`config.mk`:
```
export PLATFORM = sky130hd
export DESIGN_NAME = sd_cmd_controller
export DESIGN_NICKNAME = d
export VERILOG_FILES = /design/src/rtl/sd_cmd_controller.sv
export SDC_FILE = /design/constraint.sdc
export NUM_CORES = 1
export LEC_CHECK = 0
export ABC_AREA = 1
export CAP_MARGIN = 10
export CORE_ASPECT_RATIO = 1.4
export CORE_UTILIZATION = 35
export DETAILED_ROUTE_END_ITERATION = 12
export GPL_TIMING_DRIVEN = 0
export PLACE_DENSITY = 0.65
export SLEW_MARGIN = 40
export SYNTH_ARGS = -nofsm -noshare
export SYNTH_HDL_FRONTEND = slang
export SYNTH_SLANG_ARGS = --single-unit
export TNS_END_PERCENT = 5
```
`constraint.sdc`:
```
create_clock -name iClock_host -period 1.7 [get_ports iClock_host]
set_input_delay 0.425 -clock iClock_host [delete_from_list [all_inputs] [get_ports iClock_host]]
set_output_delay 0.425 -clock iClock_host [all_outputs]
set_load 0.01 [all_outputs]
```
`src/rtl/sd_cmd_controller.sv`:
```
// SD host command controller: builds the 48-bit command frame with a serial CRC7,
// hands it to the PHY, and waits for a none/short/long response with a timeout.
// Handshakes: oStrobe_out stays high until the PHY answers with iAck_in;
// iStrobe_in is accepted in WAIT_RSP and is answered by a one-cycle oAck_out.
// Optional macro SD_RSP_CRC_CHECK_EN adds CRC7 checking of short responses.
module sd_cmd_controller #(
  parameter int RSP_W = 136,
  parameter int TO_W  = 16
) (
  input  logic              iClock_host,
  input  logic              iReset_n,
  input  logic              iNew_command,
  input  logic [5:0]        iCmd_index,
  input  logic [31:0]       iCmd_argument,
  input  logic [1:0]        iRsp_type,
  input  logic [TO_W-1:0]   iTimeout_cycles,
  output logic [47:0]       oCmd_out,
  output logic              oStrobe_out,
  input  logic              iAck_in,
  input  logic [RSP_W-1:0]  iCmd_in,
  input  logic              iStrobe_in,
  output logic              oAck_out,
  output logic [RSP_W-1:0]  oResponse,
  output logic              oIdle_out,
  output logic              oCommand_complete,
  output logic              oCommand_index_error,
  output logic              oTimeout_error,
  output logic              oCrc_error
);

  typedef enum logic [2:0] {
    S_IDLE     = 3'd0,
    S_CRC      = 3'd1,
    S_SEND     = 3'd2,
    S_WAIT_RSP = 3'd3,
    S_DONE     = 3'd4
  } state_t;

  localparam logic [TO_W-1:0] ONE_TO = TO_W'(1);

  state_t             r_state;
  state_t             w_next;
  logic [5:0]         r_index;
  logic [31:0]        r_arg;
  logic [1:0]         r_rsp_type;
  logic [TO_W-1:0]    r_timeout;
  logic [39:0]        r_shift;
  logic [6:0]         r_crc;
  logic [5:0]         r_bit_cnt;
  logic [TO_W-1:0]    r_to_cnt;
  logic [47:0]        r_cmd_out;
  logic               r_strobe;
  logic               r_ack;
  logic [RSP_W-1:0]   r_response;
  logic               r_idle;
  logic               r_complete;
  logic               r_idx_err;
  logic               r_to_err;

  logic               w_crc_fb;
  logic [6:0]         w_crc_next;
  logic               w_timeout_hit;
  logic               w_rsp_short;

  // Serial CRC7 (x^7 + x^3 + 1): feedback taps land on bits 3 and 0.
  assign w_crc_fb      = r_shift[39] ^ r_crc[6];
  assign w_crc_next    = {r_crc[5:0], 1'b0} ^ (w_crc_fb ? 7'h09 : 7'h00);
  assign w_timeout_hit = (r_timeout != '0) && (r_to_cnt == (r_timeout - ONE_TO));
  assign w_rsp_short   = (r_rsp_type != 2'b10);

  always_ff @(posedge iClock_host) begin
    if (!iReset_n) r_state <= S_IDLE;
    else           r_state <= w_next;
  end

  always_comb begin
    w_next = r_state;
    case (r_state)
      S_IDLE:     if (iNew_command) w_next = S_CRC;
      S_CRC:      if (r_bit_cnt == 6'd40) w_next = S_SEND;
      S_SEND:     if (iAck_in) w_next = (r_rsp_type == 2'b00) ? S_DONE : S_WAIT_RSP;
      S_WAIT_RSP: if (iStrobe_in || w_timeout_hit) w_next = S_DONE;
      S_DONE:     w_next = S_IDLE;
      default:    w_next = S_IDLE;
    endcase
  end

  always_ff @(posedge iClock_host) begin
    if (!iReset_n) begin
      r_index    <= '0;
      r_arg      <= '0;
      r_rsp_type <= '0;
      r_timeout  <= '0;
      r_shift    <= '0;
      r_crc      <= '0;
      r_bit_cnt  <= '0;
      r_to_cnt   <= '0;
      r_cmd_out  <= '0;
      r_strobe   <= 1'b0;
      r_ack      <= 1'b0;
      r_response <= '0;
      r_idle     <= 1'b1;
      r_complete <= 1'b0;
      r_idx_err  <= 1'b0;
      r_to_err   <= 1'b0;
    end else begin
      r_ack      <= 1'b0;
      r_complete <= (w_next == S_DONE);
      r_idle     <= (w_next == S_IDLE);
      case (r_state)
        S_IDLE: begin
          if (iNew_command) begin
            r_index    <= iCmd_index;
            r_arg      <= iCmd_argument;
            r_rsp_type <= iRsp_type;
            r_timeout  <= iTimeout_cycles;
            r_shift    <= {2'b01, iCmd_index, iCmd_argument};
            r_crc      <= '0;
            r_bit_cnt  <= '0;
            r_idx_err  <= 1'b0;
            r_to_err   <= 1'b0;
          end
        end
        S_CRC: begin
          // 40 shift cycles, then one more cycle to publish the frame.
          if (r_bit_cnt != 6'd40) begin
            r_crc     <= w_crc_next;
            r_shift   <= {r_shift[38:0], 1'b0};
            r_bit_cnt <= r_bit_cnt + 6'd1;
          end else begin
            r_cmd_out <= {2'b01, r_index, r_arg, r_crc, 1'b1};
            r_strobe  <= 1'b1;
          end
        end
        S_SEND: begin
          if (iAck_in) begin
            r_strobe <= 1'b0;
            r_to_cnt <= '0;
          end
        end
        S_WAIT_RSP: begin
          if (r_to_cnt != {TO_W{1'b1}}) r_to_cnt <= r_to_cnt + ONE_TO;
          // A response arriving on the expiry cycle takes priority.
          if (iStrobe_in) begin
            r_ack <= 1'b1;
            if (w_rsp_short) r_response <= {{(RSP_W-48){1'b0}}, iCmd_in[47:0]};
            else             r_response <= iCmd_in;
            if (r_rsp_type == 2'b01) r_idx_err <= (iCmd_in[45:40] != r_index);
          end else if (w_timeout_hit) begin
            r_to_err <= 1'b1;
          end
        end
        default: ;
      endcase
    end
  end

`ifdef SD_RSP_CRC_CHECK_EN
  function automatic logic [6:0] f_crc7(input logic [39:0] d);
    logic [6:0] c;
    logic       fb;
    c = '0;
    for (int i = 39; i >= 0; i--) begin
      fb = d[i] ^ c[6];
      c  = {c[5:0], 1'b0} ^ (fb ? 7'h09 : 7'h00);
    end
    return c;
  endfunction

  logic r_crc_err;
  logic w_rsp_crc_bad;

  assign w_rsp_crc_bad = (f_crc7(iCmd_in[47:8]) != iCmd_in[7:1]);

  always_ff @(posedge iClock_host) begin
    if (!iReset_n) begin
      r_crc_err <= 1'b0;
    end else if (r_state == S_IDLE && iNew_command) begin
      r_crc_err <= 1'b0;
    end else if (r_state == S_WAIT_RSP && iStrobe_in && w_rsp_short) begin
      r_crc_err <= w_rsp_crc_bad;
    end
  end

  assign oCrc_error = r_crc_err;
`else
  assign oCrc_error = 1'b0;
`endif

  assign oCmd_out             = r_cmd_out;
  assign oStrobe_out          = r_strobe;
  assign oAck_out             = r_ack;
  assign oResponse            = r_response;
  assign oIdle_out            = r_idle;
  assign oCommand_complete    = r_complete;
  assign oCommand_index_error = r_idx_err;
  assign oTimeout_error       = r_to_err;

endmodule

```
==> results by group <==
Die
  • Area of the die: ~36000 sq um
  • Initial core utilization: 35.6%
  • Die height: around 230 microns
  • Core footprint: approximately 35000 sq um
  • Rows: 81
  • IO Count: a little under 400
  • Width of the die: approximately 160 microns

Power and ir drop
  • Sw Pwr: about 4.2 mW
  • Comb power frac: a little over a tenth
  • VDD IR-drop max: a little over 0.8 mV
  • Switching part of the total power: 25.3%
  • Reg power frac: a little under half
  • Power share of the clock group: 43.0%
  • Int Power: 12.5 mW
  • Leakage power: 7.92 nW
  • Power Dens Cells: a little over 900 nW/um^2

Critical path
  • Critical Path Start Type: register
  • R2R Setup Slk: -0.12 ns
  • CP Buf/Inv Count: 1
  • R2R cell count: 14
  • Reg2reg end: oIdle_out$_SDFF_PN1_
  • CP Max Fanout: 5
  • Crit path top cell by count: nand2_1
  • Cells along the critical path: inv_4 -> ha_4 -> nand2_2 -> nand2_1 -> nand2_1 -> nor2_1 -> nand3_1 -> nor2_1 -> nand2_1 -> nor2_4 -> nand3_2 -> nand2_2 -> nand3_2 -> o21bai_1
  • Slowest-stage cell, CP: dfxtp_2
  • CP endpoint: oIdle_out$_SDFF_PN1_
  • Setup crit start: r_timeout[0]$_SDFFE_PN0P_
  • Critical path capture point type: register
  • CP max stage delay: approximately 0.35 ns
  • Crit-path leading delay family: simple AND/OR/NAND/NOR gates
  • Critical Path Stages: 14
  • Worst EP arrival: ~2.3 ns
  • CP Data Required Time: roughly 2.2 ns
  • Crit path kind: register to register
  • RR Startpoint: r_timeout[0]$_SDFFE_PN0P_

Synthesis
  • Post-synth EDFFs: 0
  • Synth cell count leaders: dfxtp_1, nor2_1, nand2_1
  • Top cell type by total area after synthesis: dfxtp_1
  • Yosys warnings: 0
  • Synth top area cells: dfxtp_1, nor2_1, nand2_1
  • Yosys top cell area share: approximately half
  • Ys flop type: dfxtp_1
  • Distinct cells, synth: between 40 and 50
  • FF+latch count, synth: 316
  • Async set-reset flop share out of synthesis: 0%
  • Post-Syn Area: roughly 12000 sq um
  • Most common cell in the netlist: dfxtp_1
  • Syn_area_per_cell: ~7.6 sq um
  • Post-synthesis sequential area ratio: between 50 and 60%
  • Synth Instances: between 1500 and 2000

Placed design
  • Count of input and output buffers: 385
  • DP Area: between 15000 and 20000 sq um
  • Pre-CTS setup slack: -0.960 ns
  • DP Wirelength: 34100 microns
  • Gpl congestion: 0.880
  • Dpl cells: around 2500

Layout
  • Fin cells: around 2600
  • Layout net count: ~2300
  • Syn-to-layout area delta: 44.9%
  • Finished Cell Area: between 15000 and 20000 sq um
  • Post-layout util: between 50% and 60%
  • Layout cells sized above 1: under 10%

Timing
  • Rel. slew slack: 54.1%
  • RSZ-0062 raised after global routing: yes
  • Slew Viols, Final: 0
  • Worst slew pin tran: 0.688 ns
  • Final Skew: 0.0245 ns
  • Final worst path period share: 107%
  • Final setup viols: 93
  • Min setup slack post-route: -0.123 ns
  • F_max: ~550 MHz
  • Min cycle time layout: roughly 1.8 ns
  • Final hold vios: 0

Route
  • Total number of vias: 12600
  • WL/cell: around 17 microns
  • First DRT Iteration DRCs: between 800 and 900
  • Via density: between 4 and 5
  • Final WL: between 40000 and 50000 microns
  • Drt drc: 0
  • Routed Antenna Nets: 0
  • Drt pass-1 iters: 7

GRT
  • Vias in the first global route: around 12000
  • Remaining Overflow, GRT: 0
  • Antenna violations before repair: 7
  • Largest net degree at the start of global routing: 19
  • GRT Overall Usage: 24.1%
  • First-pass GRT wire length: 68100 microns

CTS
  • H-tree depth: 2
  • CTS clk-pin slew, worst paths: 0.07 ns
  • CTS Root Cell: clkbuf_16
  • Sink Count: roughly 320
  • CTS tree: built
  • CTS max path bufs: 3
  • Clock latency on the worst-skew pair: roughly 0.54 ns
  • Hold-fix buffers at CTS: 0
  • TritonCTS buffer count: 34

Status
  • Failing checks: setup timing
  • Outcome: finished with violations

Job
  • Max-cap check violation count: 0

Worst hold path
  • Min-delay worst type: register to register
==> worst register-to-register path, delay by kind of cell, from the launching register on <==
| family | cells | cell delay [ns] |
|---|---|---|
| buf+inv | 1 | 0.05 |
| flops | 1 | 0.35 |
| fa+ha+maj | 1 | 0.26 |
| simple gates | 11 | 0.94 |
| compound gates | 1 | 0.15 |
==> power by group through the flow <==
stage | clock network, mW | registers (mW) | logic [mW]
after global placement | 0 | 7.94 | 1.63
after detailed placement | 0 | 7.95 | 1.65
after CTS | 7.34 | 7.78 | 1.67
after floorplan | 0 | 7.91 | 0.853
after global routing | 7.60 | 7.81 | 1.93
final | 7.19 | 7.80 | 1.74
==> cells by family (layout without fill, tap and decap cells) <==
group           Yosys count  count (layout)  share of synthesized area, %
xor+xnor                 26              26                          1.83
flops                   316             316                          50.7
fa+ha+maj                 4               4                         0.401
other cells               1               7                        0.0301
buf+inv                 185             633                          6.44
simple gates            722             722                          24.0
compound gates          389             389                          16.6
==> worst min path at each step <==
stage,cells past startpoint,start,endpoint
CTS,3,iCmd_in[113],oResponse[113]$_SDFFE_PN0P_
finish,1,r_bit_cnt[5]$_SDFFE_PN0P_,r_bit_cnt[5]$_SDFFE_PN0P_
global placement,1,r_bit_cnt[5]$_SDFFE_PN0P_,r_bit_cnt[5]$_SDFFE_PN0P_
global route,3,iCmd_in[96],oResponse[96]$_SDFFE_PN0P_
detailed placement,1,r_bit_cnt[5]$_SDFFE_PN0P_,r_bit_cnt[5]$_SDFFE_PN0P_
floorplan,1,r_bit_cnt[5]$_SDFFE_PN0P_,r_bit_cnt[5]$_SDFFE_PN0P_
==> placed cells by master, fill, tap and decap left out, drive strengths merged <==
master / instances
o21a: 1
o21ai: 200
or2: 1
nand3b: 1
a21oi: 138
xnor2: 10
a211oi: 4
o31ai: 2
inv: 72
o221a: 1
nor2: 313
ha: 4
clkbuf: 114
dfxtp: 316
a22oi: 1
o32ai: 3
clkdlybuf4s15: 1
nand2: 268
nand3: 122
dlygate4sd2: 185
nor3: 10
clkinvlp: 2
xor2: 16
clkinv: 9
diode: 5
nor4: 3
clkdlybuf4s50: 196
buf: 54
a31oi: 38
o21bai: 1
conb: 2
nand4: 4
==> flip-flops by register name, summed over array words and instances (netlist names), 2 cells and up <==
register	flops
r_crc	7
r_rsp_type	2
r_state	3
oCmd_out	46
r_shift	40
r_index	6
r_to_cnt	16
r_arg	32
r_timeout	16
oResponse	136
r_bit_cnt	6
==> metrics by stage <==
step / total power [mW] / hold WS (ns) / setup TNS, ns
floorplan: 8.76 / 0.422 / 0
global placement: 9.57 / 0.448 / -190.46
detailed placement: 9.60 / 0.445 / -193.44
CTS: 16.8 / 0.446 / -10.82
global route: 17.3 / 0.461 / -27.71
finish: 16.7 / 0.459 / -1.86
==> cell type report <==
| cell class | instances | area (sq um) |
|---|---|---|
| Tap cell | 456 | 571 |
| Buffer | 111 | 638 |
| Timing Repair Buffer | 389 | 3650 |
| Sequential cell | 316 | 6340 |
| Multi-Input combinational cell | 1143 | 5490 |
| Clock inverter | 10 | 81.3 |
| Antenna cell | 5 | 12.5 |
| Fill cell | 3499 | 17000 |
| Clock buffer | 50 | 982 |
| Inverter | 73 | 299 |
==> metal layers <==
metal / global-route usage [%] / routed length, microns / up-vias
li1: - / - / 6275
met1: 25.0 / 16200 / 5863
met2: 45.1 / 23200 / 415
met3: 7.16 / 3600 / 79
met4: 8.89 / 1390 / 2
met5: 0 / 10 / -
==> repair_timing <==
item,CTS,global route
gates resized for setup,253,85
endpoints found under the hold margin,0,0
buffers inserted,3,1
endpoints found under the setup margin,485,291
pin swaps,5,15
(Power assumes the default switching activity.)
